==> config.mk <==
export PLATFORM = sky130hd
export DESIGN_NAME = dmem_port_arbiter_flat
export DESIGN_NICKNAME = d
export VERILOG_FILES = /design/src/rtl/dmem_port_arbiter_if.sv /design/src/rtl/dmem_port_arbiter.sv /design/src/flat_wrapper.sv
export SDC_FILE = /design/constraint.sdc
export NUM_CORES = 1
export LEC_CHECK = 0
export ABC_CLOCK_PERIOD_IN_PS = 13700
export BUFFER_PORTS_ARGS = -buffer_cell sky130_fd_sc_hd__buf_4
export CORE_AREA = 10 10 219 221
export CTS_CLUSTER_SIZE = 8
export DETAILED_ROUTE_END_ITERATION = 16
export DIE_AREA = 0 0 229 231
export PLACE_DENSITY = 0.61
export SKIP_LAST_GASP = 1
export SLEW_MARGIN = 0
export SYNTH_ARGS = -nofsm -noshare
export SYNTH_HDL_FRONTEND = slang
export SYNTH_SLANG_ARGS = --single-unit
==> constraint.sdc <==
create_clock -name clk_i -period 13.7 [get_ports clk_i]
set_input_delay 2.055 -clock clk_i [delete_from_list [all_inputs] [get_ports clk_i]]
set_output_delay 2.055 -clock clk_i [all_outputs]
set_load 0.005 [all_outputs]
==> src/rtl/dmem_port_arbiter_if.sv <==
// dmem_port_arbiter_if
//  Bus bundle for the two-requester data-memory arbiter: both requester
//  handshakes, the DataMemory side, and the busy/grant status.
//  slave  : the arbiter's view (requests and memory read data in).
//  master : the environment's view (requesters plus DataMemory).
interface dmem_port_arbiter_if #(
  parameter int ADDR_W = 64,
  parameter int DATA_W = 64
);
  logic              req0;
  logic              req1;
  logic              we0;
  logic              we1;
  logic [ADDR_W-1:0] addr0;
  logic [ADDR_W-1:0] addr1;
  logic [DATA_W-1:0] wdata0;
  logic [DATA_W-1:0] wdata1;
  logic              ack0;
  logic              ack1;
  logic [DATA_W-1:0] rdata0;
  logic [DATA_W-1:0] rdata1;
  logic [ADDR_W-1:0] mem_addr;
  logic [DATA_W-1:0] mem_wdata;
  logic              mem_re;
  logic              mem_we;
  logic [DATA_W-1:0] mem_rdata;
  logic              busy;
  logic              grant_id;

  modport slave (
    input  req0, req1, we0, we1, addr0, addr1, wdata0, wdata1, mem_rdata,
    output ack0, ack1, rdata0, rdata1, mem_addr, mem_wdata, mem_re, mem_we,
           busy, grant_id
  );

  modport master (
    output req0, req1, we0, we1, addr0, addr1, wdata0, wdata1, mem_rdata,
    input  ack0, ack1, rdata0, rdata1, mem_addr, mem_wdata, mem_re, mem_we,
           busy, grant_id
  );
endinterface

==> src/rtl/dmem_port_arbiter.sv <==
// dmem_port_arbiter
//  Round-robin sharing of the single data-memory port between the CPU
//  load/store path (port 0) and the DMA/debug loader (port 1).
//  Each access: IDLE (grant) -> ACCESS (MEM_LAT cycles of mem_re/mem_we)
//  -> RESP (one-cycle ack) -> IDLE.  Requests are not sampled in RESP.
//  Optional feature macro: DMEM_ARB_PERF_EN adds grant and conflict counters.
module dmem_port_arbiter #(
  parameter int ADDR_W  = 64,
  parameter int DATA_W  = 64,
  parameter int MEM_LAT = 1     // 1..15
) (
  input  logic        clk_i,
  input  logic        rst_i,
  dmem_port_arbiter_if.slave bus
`ifdef DMEM_ARB_PERF_EN
  ,
  output logic [31:0] gnt_cnt0_o,
  output logic [31:0] gnt_cnt1_o,
  output logic [31:0] conflict_cnt_o
`endif
);

  typedef enum logic [1:0] {
    IDLE   = 2'd0,
    ACCESS = 2'd1,
    RESP   = 2'd2
  } state_e;

  localparam logic [3:0] LAT_M1 = 4'(MEM_LAT - 1);

  state_e            state_q, state_d;
  logic [3:0]        cnt_q, cnt_d;
  logic              rr_q, rr_d;
  logic              gnt_q, gnt_d;
  logic              busy_q, busy_d;
  logic              ack0_q, ack0_d;
  logic              ack1_q, ack1_d;
  logic              mem_re_q, mem_re_d;
  logic              mem_we_q, mem_we_d;
  logic [ADDR_W-1:0] maddr_q, maddr_d;
  logic [DATA_W-1:0] mwdata_q, mwdata_d;
  logic [DATA_W-1:0] rdata0_q, rdata0_d;
  logic [DATA_W-1:0] rdata1_q, rdata1_d;
  logic              sel_s;

  // Next-state and next-output logic for the access sequencer.
  always_comb begin
    state_d  = state_q;
    cnt_d    = cnt_q;
    rr_d     = rr_q;
    gnt_d    = gnt_q;
    ack0_d   = 1'b0;
    ack1_d   = 1'b0;
    mem_re_d = mem_re_q;
    mem_we_d = mem_we_q;
    maddr_d  = maddr_q;
    mwdata_d = mwdata_q;
    rdata0_d = rdata0_q;
    rdata1_d = rdata1_q;
    sel_s    = 1'b0;
    case (state_q)
      IDLE: begin
        if (bus.req0 || bus.req1) begin
          // Contention goes to the round-robin pointer; otherwise to the lone requester.
          if (bus.req0 && bus.req1) begin
            sel_s = rr_q;
          end else begin
            sel_s = bus.req1;
          end
          gnt_d = sel_s;
          if (sel_s) begin
            maddr_d  = bus.addr1;
            mwdata_d = bus.wdata1;
            mem_re_d = ~bus.we1;
            mem_we_d = bus.we1;
          end else begin
            maddr_d  = bus.addr0;
            mwdata_d = bus.wdata0;
            mem_re_d = ~bus.we0;
            mem_we_d = bus.we0;
          end
          cnt_d   = LAT_M1;
          state_d = ACCESS;
        end else begin
          state_d = IDLE;
        end
      end
      ACCESS: begin
        if (cnt_q == 4'd0) begin
          state_d  = RESP;
          mem_re_d = 1'b0;
          mem_we_d = 1'b0;
          if (gnt_q) begin
            ack1_d = 1'b1;
          end else begin
            ack0_d = 1'b1;
          end
          // Read data is taken in the final ACCESS cycle; writes leave rdata alone.
          if (mem_re_q && gnt_q) begin
            rdata1_d = bus.mem_rdata;
          end else if (mem_re_q) begin
            rdata0_d = bus.mem_rdata;
          end else begin
            rdata0_d = rdata0_q;
          end
        end else begin
          cnt_d = cnt_q - 4'd1;
        end
      end
      RESP: begin
        rr_d    = ~gnt_q;
        state_d = IDLE;
      end
      default: begin
        state_d  = IDLE;
        mem_re_d = 1'b0;
        mem_we_d = 1'b0;
      end
    endcase
    busy_d = (state_d != IDLE);
  end

  // State and output registers; reset aborts any access immediately.
  always_ff @(posedge clk_i or posedge rst_i) begin
    if (rst_i) begin
      state_q  <= IDLE;
      cnt_q    <= 4'd0;
      rr_q     <= 1'b0;
      gnt_q    <= 1'b0;
      busy_q   <= 1'b0;
      ack0_q   <= 1'b0;
      ack1_q   <= 1'b0;
      mem_re_q <= 1'b0;
      mem_we_q <= 1'b0;
      maddr_q  <= '0;
      mwdata_q <= '0;
      rdata0_q <= '0;
      rdata1_q <= '0;
    end else begin
      state_q  <= state_d;
      cnt_q    <= cnt_d;
      rr_q     <= rr_d;
      gnt_q    <= gnt_d;
      busy_q   <= busy_d;
      ack0_q   <= ack0_d;
      ack1_q   <= ack1_d;
      mem_re_q <= mem_re_d;
      mem_we_q <= mem_we_d;
      maddr_q  <= maddr_d;
      mwdata_q <= mwdata_d;
      rdata0_q <= rdata0_d;
      rdata1_q <= rdata1_d;
    end
  end

  assign bus.ack0      = ack0_q;
  assign bus.ack1      = ack1_q;
  assign bus.rdata0    = rdata0_q;
  assign bus.rdata1    = rdata1_q;
  assign bus.mem_addr  = maddr_q;
  assign bus.mem_wdata = mwdata_q;
  assign bus.mem_re    = mem_re_q;
  assign bus.mem_we    = mem_we_q;
  assign bus.busy      = busy_q;
  assign bus.grant_id  = gnt_q;

`ifdef DMEM_ARB_PERF_EN
  logic [31:0] gnt_cnt0_q;
  logic [31:0] gnt_cnt1_q;
  logic [31:0] conflict_cnt_q;

  // Per-port grant counts (bumped in RESP) and IDLE-cycle contention count; all wrap.
  always_ff @(posedge clk_i or posedge rst_i) begin
    if (rst_i) begin
      gnt_cnt0_q     <= 32'd0;
      gnt_cnt1_q     <= 32'd0;
      conflict_cnt_q <= 32'd0;
    end else begin
      if (state_q == RESP && !gnt_q) begin
        gnt_cnt0_q <= gnt_cnt0_q + 32'd1;
      end
      if (state_q == RESP && gnt_q) begin
        gnt_cnt1_q <= gnt_cnt1_q + 32'd1;
      end
      if (state_q == IDLE && bus.req0 && bus.req1) begin
        conflict_cnt_q <= conflict_cnt_q + 32'd1;
      end
    end
  end

  assign gnt_cnt0_o     = gnt_cnt0_q;
  assign gnt_cnt1_o     = gnt_cnt1_q;
  assign conflict_cnt_o = conflict_cnt_q;
`endif

endmodule
==> src/flat_wrapper.sv <==
// flat-port wrapper written by rule: the top's interface ports become plain ports
module dmem_port_arbiter_flat 
#(
  parameter int ADDR_W  = 64,
  parameter int DATA_W  = 64,
  parameter int MEM_LAT = 1             
)
  (clk_i, rst_i, bus_req0, bus_req1, bus_we0, bus_we1, bus_addr0, bus_addr1, bus_wdata0, bus_wdata1, bus_mem_rdata, bus_ack0, bus_ack1, bus_rdata0, bus_rdata1, bus_mem_addr, bus_mem_wdata, bus_mem_re, bus_mem_we, bus_busy, bus_grant_id);
  dmem_port_arbiter_if #(.ADDR_W(ADDR_W), .DATA_W(DATA_W)) bus_i ();
  input  logic clk_i;
  input  logic rst_i;
  input wire logic [$bits(bus_i.req0)-1:0] bus_req0;
  input wire logic [$bits(bus_i.req1)-1:0] bus_req1;
  input wire logic [$bits(bus_i.we0)-1:0] bus_we0;
  input wire logic [$bits(bus_i.we1)-1:0] bus_we1;
  input wire logic [$bits(bus_i.addr0)-1:0] bus_addr0;
  input wire logic [$bits(bus_i.addr1)-1:0] bus_addr1;
  input wire logic [$bits(bus_i.wdata0)-1:0] bus_wdata0;
  input wire logic [$bits(bus_i.wdata1)-1:0] bus_wdata1;
  input wire logic [$bits(bus_i.mem_rdata)-1:0] bus_mem_rdata;
  output wire logic [$bits(bus_i.ack0)-1:0] bus_ack0;
  output wire logic [$bits(bus_i.ack1)-1:0] bus_ack1;
  output wire logic [$bits(bus_i.rdata0)-1:0] bus_rdata0;
  output wire logic [$bits(bus_i.rdata1)-1:0] bus_rdata1;
  output wire logic [$bits(bus_i.mem_addr)-1:0] bus_mem_addr;
  output wire logic [$bits(bus_i.mem_wdata)-1:0] bus_mem_wdata;
  output wire logic [$bits(bus_i.mem_re)-1:0] bus_mem_re;
  output wire logic [$bits(bus_i.mem_we)-1:0] bus_mem_we;
  output wire logic [$bits(bus_i.busy)-1:0] bus_busy;
  output wire logic [$bits(bus_i.grant_id)-1:0] bus_grant_id;
  assign bus_i.req0 = bus_req0;
  assign bus_i.req1 = bus_req1;
  assign bus_i.we0 = bus_we0;
  assign bus_i.we1 = bus_we1;
  assign bus_i.addr0 = bus_addr0;
  assign bus_i.addr1 = bus_addr1;
  assign bus_i.wdata0 = bus_wdata0;
  assign bus_i.wdata1 = bus_wdata1;
  assign bus_i.mem_rdata = bus_mem_rdata;
  assign bus_ack0 = bus_i.ack0;
  assign bus_ack1 = bus_i.ack1;
  assign bus_rdata0 = bus_i.rdata0;
  assign bus_rdata1 = bus_i.rdata1;
  assign bus_mem_addr = bus_i.mem_addr;
  assign bus_mem_wdata = bus_i.mem_wdata;
  assign bus_mem_re = bus_i.mem_re;
  assign bus_mem_we = bus_i.mem_we;
  assign bus_busy = bus_i.busy;
  assign bus_grant_id = bus_i.grant_id;
  dmem_port_arbiter #(.ADDR_W(ADDR_W), .DATA_W(DATA_W), .MEM_LAT(MEM_LAT)) u_core (.clk_i(clk_i), .rst_i(rst_i), .bus(bus_i));
endmodule
* Yosys cells after proc, flatten, opt, wreduce, memory -nomap -nowiden
Index checks and enable logic that the tools add are counted.
** Word-level totals
- Register bits :: 269
- Output and inout bits :: 262
- Logic and storage cells :: 60
** Cells by class
- $add $sub $neg :: 1
- Eq/ne operators :: 5
- Mux-type cells :: 24
- Bitwise gates (word level) :: 5
- Reduce and logical (&&, ||, !) cells :: 12
** Operators with widths (number)
- $mux 64 :: 2
- $mux 1 :: 15
- $reduce_and 3->1 :: 3
- $mux 4 :: 2
- $pmux 4 s2 :: 1
- $pmux 1 s3 :: 2
- $not 1->1 :: 5
- $logic_not 4->1 :: 1
- $ne 2x1->1 const B :: 2
- $pmux 2 s2 :: 1
- $reduce_and 4->1 :: 1
- $reduce_bool 2->1 :: 2
- $sub 4x1->4 const B :: 1
- $eq 2x1->1 const B :: 1
- $eq 2x2->1 const B :: 1
- $logic_and 1x1->1 :: 2
- $logic_not 2->1 :: 1
- $mux 2 :: 1
- $ne 2x2->1 const B :: 1
- $reduce_and 2->1 :: 1
- $logic_or 1x1->1 :: 1

* Depth between registers and ports, before layout
Gate-level depths: netlist of the first run.
- Depth after elaboration :: 7
- Depth in mapped cells :: 8
- Depth with buffers taken out :: 6

* Least setup slack after synthesis of the first run
Ideal clock, no wire load.
- Kind :: in2reg
- From :: in bus_req1
- To :: reg u_core.mwdata_q[14], in the netlist u_core.bus.mem_wdata[14]
- Setup time :: 0.083 ns
- Data arrival time :: 3.476 ns
- Setup slack :: 10.141 ns
- Stages on the path :: 7
- Path buffers :: 4
- Cell sequence :: clkbuf_1 > o21ai_1 > buf_2 > clkbuf_1 > clkbuf_1 > nand2_1 > o21ai_0
** Between the ends
- Longest elaborated chain between the ends :: 5
- Elaborated cells on any way between the ends :: 7
- Those cells by class :: mux (4); reduce/logical (3)
** Ends and longest elaborated chain
- from (decl) :: line flat_wrapper.sv:13 : input wire logic [$bits(bus_i.req1)-1:0] bus_req1;
- $logic_and 1x1->1 :: line dmem_port_arbiter.sv:65 : if (bus.req0 && bus.req1) begin
- $mux 1 :: line dmem_port_arbiter.sv:65
- $mux 1 :: line dmem_port_arbiter.sv:63 : if (bus.req0 || bus.req1) begin
- $mux 1 :: line dmem_port_arbiter.sv:61 : case (state_q)
- $mux 64 :: line dmem_port_arbiter.sv:71 : if (sel_s) begin
- to (signal assigned) :: line dmem_port_arbiter.sv:150 : mwdata_q <= mwdata_d;
- to (decl) :: line dmem_port_arbiter.sv:41 : logic [DATA_W-1:0] mwdata_q, mwdata_d;
Parallel ways exist; a longest one is shown, timed or not. The select of a mux whose other input is x is not followed.
A chain may end at the register's enable or synchronous reset.

* Worst setup path after layout of the first run
- From :: in bus_req0
- To :: reg u_core.maddr_q[43], in the netlist u_core.bus.mem_addr[43]
** Between the ends
- Longest elaborated chain between the ends :: 5
- Elaborated cells on any way between the ends :: 7
- Those cells by class :: mux (4); reduce/logical (3)
** Ends and longest elaborated chain
- from (decl) :: line flat_wrapper.sv:12 : input wire logic [$bits(bus_i.req0)-1:0] bus_req0;
- $logic_and 1x1->1 :: line dmem_port_arbiter.sv:65
- $mux 1 :: line dmem_port_arbiter.sv:65
- $mux 1 :: line dmem_port_arbiter.sv:63
- $mux 1 :: line dmem_port_arbiter.sv:61
- $mux 64 :: line dmem_port_arbiter.sv:71
- to (signal assigned) :: line dmem_port_arbiter.sv:149 : maddr_q <= maddr_d;
- to (decl) :: line dmem_port_arbiter.sv:40 : logic [ADDR_W-1:0] maddr_q, maddr_d;
Parallel ways exist; a longest one is shown, timed or not. The select of a mux whose other input is x is not followed.

==> results.cfg, run 1 <==
[placed_design]
portBuffers = 587
dp_hpwl_um = 33670
gp_congestion = 0.8295
dpl_cell_area_um2 = 16340
post-place-cells = 2015

[setup_path]
crit_path_end_kind = register
arrival_ps = 4760
startpoint_type = input port
path_class = in -> reg
cp.required_ps = 14070
worst-path-max-fanout = 52

[clock_network]
cts.clk_slew.worst_paths_ps = 50
clk_latency_ps = 550
root_buffer = clkbuf_16
hold_buffers = 0
clockBufferDepth = 3
cts_resized = 0
cts_buffers = 40
cts_tree = done
cts_max_level = 2
postCtsSetupBuffers = 0
cts_sinks = 269

[floorplan]
die_w_um = 229
core_region_area_um2 = 43740
die_h_um = 231
dieArea_um2 = 52900
num_rows = 77
io_pins = 588
start_util_pct = 26.18

[detailed_routing]
met3RoutedLength_um = 4919
highest_layer = met5
vias = 8964
totalWireLength_um = 43040
met1Wirelength_um = 15900
initialDrtViolationCount = 422
first_pass_iters = 6
wl_met2_um = 21420
avgRoutedWirePerCell_um = 20.84
vias_per_cell = 4.341
detail-route-antenna-nets = 0
drc = 0

[synthesis]
synth_top_area_cell = dfrtp_1
async_flop_share_pct = 100.0
yosys.area.top_type_share_pct = 58.78
synthCells = 885
synthFlopType = dfrtp_1
seq_area_frac_synth_pct = 58.78
ys_top_cells_by_area = dfrtp_1 59%, mux2i_1 11%, mux2_4 7.9%
yosysWarningCount = 0
ys_seq_elements = 269
syn_area_um2 = 11450
netlist-cell-type-count = 33
syn-num-nets = 1213
synth.avg_cell_area_um2 = 12.94
synth-edff-count = 0

[run_status]
status = finished, final reports clean

[sta]
tns_ps = 0
rsz0062_at_grt = false
setup_violations = 0
finalHoldViolCount = 0
fmax_ghz = 0.2276
tightest_slew_ps = 1008
post-route-period-util_pct = 32.07
finalCriticalPeriod_ps = 4394
drv_slew = 0
slew_headroom_pct = 32.77
fin_skew_ps = 20.53

[global_route]
grt-ovfl-total = 0
grt_pass1_wl_um = 63400
antenna_found_initial = 5
first_global_vias = 9829
grtUsageTotal_pct = 15.48
grt_max_degree = 159

[job]
maxCapViolCount = 0

[finish]
syn2layout_area_growth_pct = 52.09
finalNetCount = 1793
fin_util_pct = 39.82
final_common_cell = buf_4
layout_common_cells = 594 x buf_4, 269 x dfrtp_1, 134 x nand2_1, 131 x o21ai_0, 130 x mux2i_1
post-route-cell-area_um2 = 17420
drive_gt1_share_pct = 52.65
fin_cells = 2065
fillCellCount = 4293

[worst_hold_path]
hp-class = reg -> reg

[pwr]
powerDensity_nw_per_um2 = 218.1
max-vdd-ir-drop_uv = 167.2
p_leak_uw = 0.009082
[where the power goes]
part	internal, µW	total [µW]	switching [µW]
Combinational	867	1500	635
Sequential	1190	1430	239
Clock	520	870	350
Total	2570	3800	1220
[registers in the layout, indices dropped and copies added, names as in the netlist]
register and cells:
u_core.bus.ack0 1, u_core.bus.ack1 1, u_core.bus.busy 1, u_core.bus.grant_id 1, u_core.bus.mem_addr 64, u_core.bus.mem_re 1
u_core.bus.mem_wdata 64, u_core.bus.mem_we 1, u_core.bus.rdata0 64, u_core.bus.rdata1 64, u_core.cnt_q 4, u_core.rr_q 1
u_core.state_q 2
[cells in the mapped netlist (4+ instances only)]
| master | instances |
|---|---|
| dfrtp_1 | 269 |
| nand2_1 | 135 |
| o21ai_0 | 131 |
| mux2i_1 | 130 |
| mux2_2 | 68 |
| mux2_4 | 60 |
| clkbuf_1 | 23 |
| buf_2 | 12 |
| buf_1 | 9 |
| buf_12 | 6 |
| buf_4 | 6 |
| nor2_1 | 5 |
| inv_1 | 4 |
| nand2b_1 | 4 |
[through the flow]
stage	worst slack (ps)	power [µW]	hold slack, ps
floorplan	4235	2050	449.5
global placement	8786	2941	463.6
detailed placement	8675	2976	471.2
CTS	9248	3874	481.3
global route	9097	4063	496.7
finish	9306	3798	474.9
[path summary, 6_finish.rpt]
kind	start	endpoint	slack [ps]	cells after the start
setup / recovery	bus_req0	u_core.bus.mem_addr[43]	9310	7
hold / removal	u_core.bus.mem_wdata[31]	u_core.bus.mem_wdata[31]	470	2
setup reg to reg	u_core.rr_q	u_core.bus.mem_addr[43]	10470	6
hold reg to reg	u_core.bus.mem_wdata[31]	u_core.bus.mem_wdata[31]	470	2
max in group asynchronous	rst_i	u_core.bus.mem_wdata[62]	10580	3
min in group asynchronous	rst_i	u_core.bus.rdata1[46]	1590	2
[worst max-delay path: stages]
cell and delay (ps):
buf_4 120, nand2b_1 130, nand2_4 480, buf_4 700
buf_4 830, mux2i_1 280, o21ai_0 110
[cell families after synthesis]
family / after synthesis / synth area share (%)
adder cells (fa/ha/maj): 2 / 0.2185
AO/OA/AOI/OAI: 138 / 6.228
flip-flops: 269 / 58.78
buffers and inverters: 61 / 3.245
AND/OR/NAND/NOR: 157 / 5.616
multiplexers: 258 / 25.91
[cell type report]
cell class / count / area [µm²] / area share [%]
diodes: 3 / 7.507 / 0.04310
clock buffers: 42 / 1008 / 5.790
clock inverters: 5 / 58.81 / 0.3376
inverters: 4 / 22.52 / 0.1293
multi-input cells: 555 / 4369 / 25.08
flip-flops and latches: 269 / 6731 / 38.65
well taps: 592 / 740.7 / 4.253
repair buffers: 595 / 4479 / 25.72
[metal layers]
layer / up-vias / track usage (%)
li1: 4214 / -
met1: 4291 / 16.50
met2: 406 / 26.37
met3: 49 / 8.168
met4: 4 / 4.221
met5: - / 0
Power figures use the tool's default switching activity.
==> inputs of run 2 (changes only) <==
- ABC_AREA: default -> 1
- ABC_CLOCK_PERIOD_IN_PS: 13700 -> 4300
- CORE_AREA: 10 10 219 221 -> 10 10 223 225
- DIE_AREA: 0 0 229 231 -> 0 0 233 235
- clock period: 13.7 -> 4.3 ns (I/O delays scaled with it)
==> run 2 against run 1 <==
Clock power grew to 3.2 times the previous value. Synthesized cell count increased by 78%. Combinational power grew to 3.4 times the previous value. Clock-buffer cell count rose by 3. Hold slack got worse by 160 ps. Routed wire length up 17%. Flip-flop and latch count is the same. Core utilization shrank 0.092 points. Clock skew down 4.2 ps. Die area up 3.5%. Critical path depth is 1 higher. Sequential share of layout area decreased by 1.1 points.
==> results.cfg, run 2 <==
[floorplan]
die_h_um = 235
start_util_pct = 26.38
num_rows = 78
die_w_um = 233
core_region_area_um2 = 45090
io_pins = 588
dieArea_um2 = 54760

[sta]
tightest_slew_ps = 926.0
setup_ws_ps = 1908
post-route-period-util_pct = 55.63
fmax_ghz = 0.4181
finalHoldViolCount = 0
rsz0062_at_grt = false
slew_headroom_pct = 38.27
setup_violations = 0
tns_ps = 0
fin_skew_ps = 16.30
drv_slew = 0
finalCriticalPeriod_ps = 2392

[synthesis]
yosysWarningCount = 0
ys_seq_elements = 269
synth.avg_cell_area_um2 = 7.548
seq_area_frac_synth_pct = 56.59
netlist-cell-type-count = 21
yosys.area.top_type_share_pct = 56.59
synthFlopType = dfrtp_1
syn_area_um2 = 11900
async_flop_share_pct = 100.0
synth_commonest_cells = 1108 x nand2_1, 269 x dfrtp_1, 69 x buf_2, 66 x nand3_1, 13 x clkbuf_1
synth-edff-count = 0
syn-num-nets = 1904
synth_top_area_cell = dfrtp_1
yosysMostFrequentCell = nand2_1
synthCells = 1576
ys_top_cells_by_area = dfrtp_1 57%, nand2_1 35%, buf_2 2.9%

[setup_path]
worst-path-max-fanout = 34
timing.rr.start = u_core.cnt_q[0]
crit_path_end_kind = register
arrival_ps = 2800
path_cells = inv_1, ha_1, nand2_1, nor2_2, nand3_2, buf_4, nand2_1, nand2_1
r2r_end = u_core.bus.rdata0[18]
cpPeakStageDelay_ps = 610
cp.buffers_inverters = 2
reg2regPathDepth = 8
cp.required_ps = 4710
slowest_stage = nand3_2
startpoint_type = register
path_class = reg -> reg
crit_family = simple AND/OR/NAND/NOR gates
cp_common_cell = nand2_1
reg2reg_slack_ps = 1910

[global_route]
grt_pass1_wl_um = 75380
first_global_vias = 12490
grt_max_degree = 146
antenna_found_initial = 0
grtUsageTotal_pct = 17.61
grt-ovfl-total = 0

[placed_design]
preCtsSetupSlack_ps = 1793
portBuffers = 587
post-place-cells = 2689
dp_hpwl_um = 37870
gp_congestion = 0.8670

[run_status]
status = finished, final reports clean

[finish]
multi_input_area_um2 = 4690
layout_common_cells = 1106 x nand2_1, 594 x buf_4, 269 x dfrtp_1, 66 x nand3_1, 41 x clkbuf_16
fillCellCount = 4645
drive_gt1_share_pct = 30.93
finalNetCount = 2459
syn2layout_area_growth_pct = 50.59
final_common_cell = nand2_1
n_antenna_cell = 0
regArea_um2 = 6731
fin_cells = 2737

[detailed_routing]
detail-route-antenna-nets = 0
first_pass_iters = 5
initialDrtViolationCount = 666
avgRoutedWirePerCell_um = 18.39
totalWireLength_um = 50340
vias = 12180
drc = 0
vias_per_cell = 4.450

[pwr]
p_leak_uw = 0.01011
max-vdd-ir-drop_uv = 290.9
powerDensity_nw_per_um2 = 692.3

[clock_network]
root_buffer = clkbuf_16
cts_sinks = 269
postCtsSetupBuffers = 0
cts_buffers = 40
hold_buffers = 0
cts_tree = done
clockBufferDepth = 3
cts.clk_slew.worst_paths_ps = 50
cts_resized = 0
clk_latency_ps = 530
cts_max_level = 2

[job]
maxCapViolCount = 0

[worst_hold_path]
hp-class = in -> async
[run 2: kinds of logic after synthesis]
| logic type | after synthesis | share of synthesized area [%] |
|---|---|---|
| compound gates | 10 | 0.4312 |
| xor+xnor | 1 | 0.07364 |
| fa+ha+maj | 2 | 0.2103 |
| buf+inv | 103 | 4.165 |
| flops | 269 | 56.59 |
| simple gates | 1191 | 38.53 |
[run 2: final cells by class]
cell class              instances  share of cell area (%)
flip-flops and latches        269                   37.58
clock inverters                 3                  0.1467
repair buffers                601                   25.68
multi-input cells            1204                   26.18
inverters                      15                  0.3632
well taps                     600                   4.191
clock buffers                  45                   5.867
[run 2: worst max-delay path by stage]
stage | from | endpoint | slack, ps | depth (start not counted)
floorplan | rst_i | u_core.bus.ack0 | 100 | 1
global placement | bus_req0 | u_core.bus.mem_addr[52] | 1860 | 9
detailed placement | bus_req0 | u_core.bus.mem_addr[36] | 1790 | 9
CTS | u_core.cnt_q[0] | u_core.bus.rdata0[18] | 1830 | 8
global route | u_core.cnt_q[0] | u_core.bus.rdata0[18] | 1660 | 8
finish | u_core.cnt_q[0] | u_core.bus.rdata0[18] | 1910 | 8
[run 2: worst min-delay path, delay by kind of cell]
kind	cells	cell delay, ps
buf+inv	3	670
[run 2: per-layer routing]
metal	GRT usage, %	vias to the layer above	wire, µm
met5	0	-	0
met4	4.689	0	1144
met3	6.381	67	4955
met2	30.36	518	24910
met1	20.13	5728	19340
li1	-	5866	-
[run 2: power breakdown]
part	internal (µW)	total [µW]	switching (µW)
Combinational	2350	5060	2720
Sequential	3760	4530	767
Clock	1700	2810	1110
Total	7810	12400	4590
[run 2: per-stage QoR]
stage | total power [µW] | hold slack (ps) | cell area (µm²) | utilization (%)
3_3_place_gp | 9693 | 454.5 | 16840 | 37.34
4_1_cts | 12670 | 283.5 | 17910 | 39.73
6_report | 12400 | 311.7 | 17910 | 39.73
5_1_grt | 13410 | 296.0 | 17910 | 39.73
3_5_place_dp | 9765 | 459.7 | 16840 | 37.34
2_1_floorplan | 6546 | 464.1 | 11900 | -
